## config.mk

```make
export PLATFORM = sky130hd
export DESIGN_NAME = mac_dot_sequencer
export DESIGN_NICKNAME = d
export VERILOG_FILES = /design/src/rtl/mac_dot_sequencer.sv
export SDC_FILE = /design/constraint.sdc
export NUM_CORES = 1
export LEC_CHECK = 0
export ABC_AREA = 0
export BUFFER_PORTS_ARGS = -buffer_cell sky130_fd_sc_hd__buf_2
export CORE_ASPECT_RATIO = 1.1
export CORE_UTILIZATION = 52
export CTS_CLUSTER_DIAMETER = 200
export CTS_CLUSTER_SIZE = 25
export DETAILED_ROUTE_END_ITERATION = 6
export PLACE_DENSITY = 0.92
export SLEW_MARGIN = 10
export SYNTH_ARGS = -nofsm -noshare
export SYNTH_HDL_FRONTEND = slang
export SYNTH_SLANG_ARGS = --single-unit
```

## constraint.sdc

```tcl
create_clock -name clk -period 5.23 [get_ports clk]
set_input_delay 0.2615 -clock clk [delete_from_list [all_inputs] [get_ports clk]]
set_output_delay 0.2615 -clock clk [all_outputs]
set_load 0.05 [all_outputs]
```

## src/rtl/mac_dot_sequencer.sv

```systemverilog
// mac_dot_sequencer: streams len operand pairs from two synchronous-read
// memories into one external MAC, drains its pipeline and returns the
// accumulated 16-bit dot product with a one-cycle done pulse.
module mac_dot_sequencer #(
  parameter int AW      = 8,
  parameter int MAC_LAT = 3
) (
  input  logic          clk,
  input  logic          rst,
  input  logic          start,
  input  logic          abort,
  input  logic [AW:0]   len,
  input  logic [AW-1:0] base_a,
  input  logic [AW-1:0] base_b,
  output logic          busy,
  output logic          done,
  output logic [15:0]   result,
  output logic          rd_en,
  output logic [AW-1:0] addr_a,
  output logic [AW-1:0] addr_b,
  input  logic [15:0]   rdata_a,
  input  logic [15:0]   rdata_b,
  output logic          mac_clr,
  output logic          mac_en,
  output logic [15:0]   mac_a,
  output logic [15:0]   mac_b,
  input  logic [15:0]   mac_acc
);

  localparam logic [2:0] S_IDLE  = 3'd0;
  localparam logic [2:0] S_CLEAR = 3'd1;
  localparam logic [2:0] S_FETCH = 3'd2;
  localparam logic [2:0] S_DRAIN = 3'd3;
  localparam logic [2:0] S_CAPT  = 3'd4;

  // drain counter only has to hold MAC_LAT-1
  localparam int CW = (MAC_LAT < 2) ? 1 : $clog2(MAC_LAT);

  logic [2:0]    state;
  logic [AW:0]   len_q;
  logic [AW:0]   idx;
  logic [AW-1:0] base_a_q;
  logic [AW-1:0] base_b_q;
  logic [CW-1:0] cnt;
  logic          dv;       // read data on rdata_* is valid this cycle
  logic          aborting; // abort only acts outside IDLE

  assign aborting = abort && (state != S_IDLE);
  assign busy     = (state != S_IDLE);

  // Read strobe and wrapping addresses; abort kills the strobe at once
  // so no read is issued for a cancelled job.
  assign rd_en  = (state == S_FETCH) && !aborting;
  assign addr_a = base_a_q + idx[AW-1:0];
  assign addr_b = base_b_q + idx[AW-1:0];

  // Enable covers data cycles plus drain; zeros on the operands during
  // drain flush the MAC pipeline so the final sum lands on mac_acc.
  assign mac_en = (dv || (state == S_DRAIN)) && !aborting;
  assign mac_a  = dv ? rdata_a : 16'h0000;
  assign mac_b  = dv ? rdata_b : 16'h0000;

  // Sequencer state, job latches, counters and registered pulses
  always_ff @(posedge clk or posedge rst) begin
    if (rst) begin
      state    <= S_IDLE;
      len_q    <= '0;
      idx      <= '0;
      base_a_q <= '0;
      base_b_q <= '0;
      cnt      <= '0;
      dv       <= 1'b0;
      mac_clr  <= 1'b0;
      done     <= 1'b0;
      result   <= 16'h0000;
    end else begin
      mac_clr <= 1'b0;
      done    <= 1'b0;
      dv      <= rd_en;
      if (aborting) begin
        state   <= S_IDLE;
        mac_clr <= 1'b1;
      end else begin
        case (state)
          S_IDLE: if (start && !abort) begin
            len_q    <= len;
            base_a_q <= base_a;
            base_b_q <= base_b;
            idx      <= '0;
            mac_clr  <= 1'b1;
            state    <= S_CLEAR;
          end
          S_CLEAR: state <= (len_q != '0) ? S_FETCH : S_CAPT;
          S_FETCH: begin
            if (idx == len_q - 1'b1) begin
              cnt   <= CW'(MAC_LAT - 1);
              state <= S_DRAIN;
            end else begin
              idx <= idx + 1'b1;
            end
          end
          S_DRAIN: begin
            if (cnt == '0) state <= S_CAPT;
            else           cnt   <= cnt - 1'b1;
          end
          S_CAPT: begin
            result <= mac_acc;
            done   <= 1'b1;
            state  <= S_IDLE;
          end
          default: state <= S_IDLE;
        endcase
      end
    end
  end

endmodule

```

==> results.sh <==
export IMPL_async_flop_share=1.00
export IMPL_p_sw_frac=0.481
export IMPL_max_slew_margin_rel=0.299
export IMPL_routedWlPerCell_um=14.6
export IMPL_drive_above_1_share=0.350
export IMPL_viasPerCell=5.40
export IMPL_crit_fanout=8
export IMPL_rows=31
export IMPL_synth_edf_count=0
export IMPL_arrival_ps=2530
export IMPL_violations="DRC"
export IMPL_totalWireLength_um=8920
export IMPL_setup_tns_ps=0
export IMPL_yosysUniqueCellTypes=49
export IMPL_switchingPower_mw=1.03
export IMPL_grt_pass1_vias=3128
export IMPL_synth_seq_cells=58
export IMPL_dieArea_sq_um=7100
export IMPL_ant_nets=0
export IMPL_grt_usage=0.264
export IMPL_p_comb_frac=0.492
export IMPL_drtPass1Iterations=7
export IMPL_synthCells=386
export IMPL_dp_cells=596
export IMPL_finalSetupViolations=0
export IMPL_cts_sinks=58
export IMPL_clk_latency_ps=340
export IMPL_cts_buffer_depth=2
export IMPL_dp_hpwl_um=6510
export IMPL_top_layer="met4"
export IMPL_met2_wirelength_um=4640
export IMPL_cts_buffers=9
export IMPL_route_detailed_drc=2
export IMPL_final_nets=621
export IMPL_cts_root_buf="clkbuf_8"
export IMPL_n_antenna_cell=0
export IMPL_cts_hold_fix_buffers=0
export IMPL_io_pins=146
export IMPL_antenna_found_initial=0
export IMPL_drt_iter0_drc=257
export IMPL_area_growth_pct=27.4
export IMPL_path_clk_slew_ps=70
export IMPL_syn_area_per_cell_sq_um=9.11
export IMPL_ir_worst_vdd_uv=351
export IMPL_cts_resized=0
export IMPL_drv_cap=0
export IMPL_cts_tree="done"
export IMPL_core_sq_um=6560
export IMPL_syn_nets=482
export IMPL_floorplan_initialDensity=0.537
export IMPL_path_class="register to output port"
export IMPL_syn_cell_area_sq_um=3520
export IMPL_die_y_um=88.3
export IMPL_period_share=0.534
export IMPL_required_ps=4970
export IMPL_overflow=0
export IMPL_p_int_mw=1.11
export IMPL_cp_start_kind="register"
export IMPL_htree_levels=3
export IMPL_gp_congestion=0.849
export IMPL_wl_met3_um=622
export IMPL_fmax_ghz=0.358
export IMPL_p_per_area_nw_per_um2=478
export IMPL_grt_max_degree=59
export IMPL_tightest_slew_ps=1050
export IMPL_post_cts_buffers=0
export IMPL_maxSlewViolCount=0
export IMPL_worstSetupEndpointType="output port"
export IMPL_outcome="finished, violations left"
export IMPL_skew_ps=5.87
export IMPL_pwr_share_clk=0.190
export IMPL_grt_pass1_wl_um=13900
export IMPL_hold_viol_final=0
export IMPL_met1Wirelength_um=3380
export IMPL_holdWs_ps=105
export IMPL_port_buffers=145
export IMPL_min_path_type="input port to register"
export IMPL_synth_main_ff_cell="dfrtp_1"
export IMPL_die_w_um=80.4
export IMPL_rsz0062_at_grt="false"
export IMPL_utilization=0.684
export IMPL_instances_no_fill=611
export IMPL_yosys_warnings=0
export IMPL_vias=3298
export IMPL_pwr_share_seq=0.318
export IMPL_yosysSeqAreaShare=0.413
export IMPL_min_period_ps=2790
export IMPL_cellLeakagePower_nw=2.51
## registers in the layout (all words and copies together), names as in the netlist
name and cells:
result 16, idx 9, len_q 9, base_a_q 8
base_b_q 8, state 3, cnt 2, done 1
dv 1, mac_clr 1
## worst max-delay path, stage by stage (launching register included)
cell and delay (ps):
dfrtp_1 490, ha_1 210, inv_1 50, fa_1 390, inv_1 70, a21oi_1 60, o21bai_1 210, a21o_1 160
a21oi_1 80, xnor2_1 170, buf_2 290
## power by group through the flow
stage               registers (mW)  logic, mW  clock network (mW)
global route                 0.697       1.13               0.433
CTS                          0.679       1.05               0.410
finish                       0.681       1.05               0.407
detailed placement           0.685       1.05                   0
global placement             0.676       1.02                   0
floorplan                    0.792      0.699                   0
## layer usage
metal	vias to the layer above	track usage
met3	27	0.0660
li1	1561	-
met5	-	0
met2	181	0.481
met1	1529	0.284
met4	0	0.131
## metrics by stage
stage	instance area [sq um]	setup WS, ps	power [mW]
CTS	4480	2460	2.14
global placement	4300	2940	1.70
global route	4480	2290	2.26
finish	4480	2440	2.14
floorplan	3520	2600	1.49
detailed placement	4300	2880	1.73
## synthesized netlist by cell type (2+ instances only)
library cell,count,area (sq um)
nand2_1,82,308
o22ai_1,3,18.8
or3_1,3,18.8
inv_1,20,75.1
nor2_1,11,41.3
o21a_1,2,15.0
fa_1,2,40.0
o21bai_1,4,30.0
nor3_1,6,30.0
and3_1,2,12.5
clkbuf_1,17,63.8
a21oi_1,19,95.1
a22oi_1,2,15.0
a22o_1,2,17.5
and2_1,33,206
nand4_1,4,25.0
xnor2_1,16,140
o21ai_1,6,30.0
nand3_1,6,30.0
o21ai_0,10,50.1
a21o_1,5,37.5
nand2b_1,7,43.8
mux2i_1,2,20.0
ha_1,17,213
xor2_1,8,70.1
mux2_2,16,180
dfrtp_1,58,1450
nor4_4,2,42.5
## cells by family after synthesis
group,synth area share
muxes,0.0569
xor gates and xnor gates,0.0644
AOI/OAI and AO/OA,0.110
adders and majority gates,0.0718
DFF,0.413
and+or+nand+nor,0.240
buffers and inverters,0.0441
## cell type report
cell class	count	area, sq um
fill	522	2070
timing repair buffer	147	741
multi-input combinational	289	1930
inverter	20	75.1
clock buffer	12	145
clock inverter	3	40.0
sequential	58	1450
tap	82	103
## path summary, 6_finish.rpt
path / startpoint / end / slack [ps] / cells after the start
max: idx[0] / addr_a[6] / 2440 / 10
max in group asynchronous: rst / result[14] / 4620 / 3
min: base_a[5] / base_a_q[5] / 110 / 3
min reg2reg: base_a_q[5] / base_a_q[5] / 490 / 2
max reg2reg: len_q[0] / idx[6] / 2880 / 8
min in group asynchronous: rst / base_a_q[5] / 140 / 3
## layout by cell type (no fill, tap or decap), types with 11 or more instances in the layout
cell type | synthesis | layout
a21oi_1 | 19 | 19
and2_1 | 33 | 33
buf_2 | 1 | 145
dfrtp_1 | 58 | 58
ha_1 | 17 | 17
inv_1 | 20 | 19
mux2_2 | 16 | 16
nand2_1 | 82 | 82
nor2_1 | 11 | 11
xnor2_1 | 16 | 16
(Power assumes the default switching activity.)
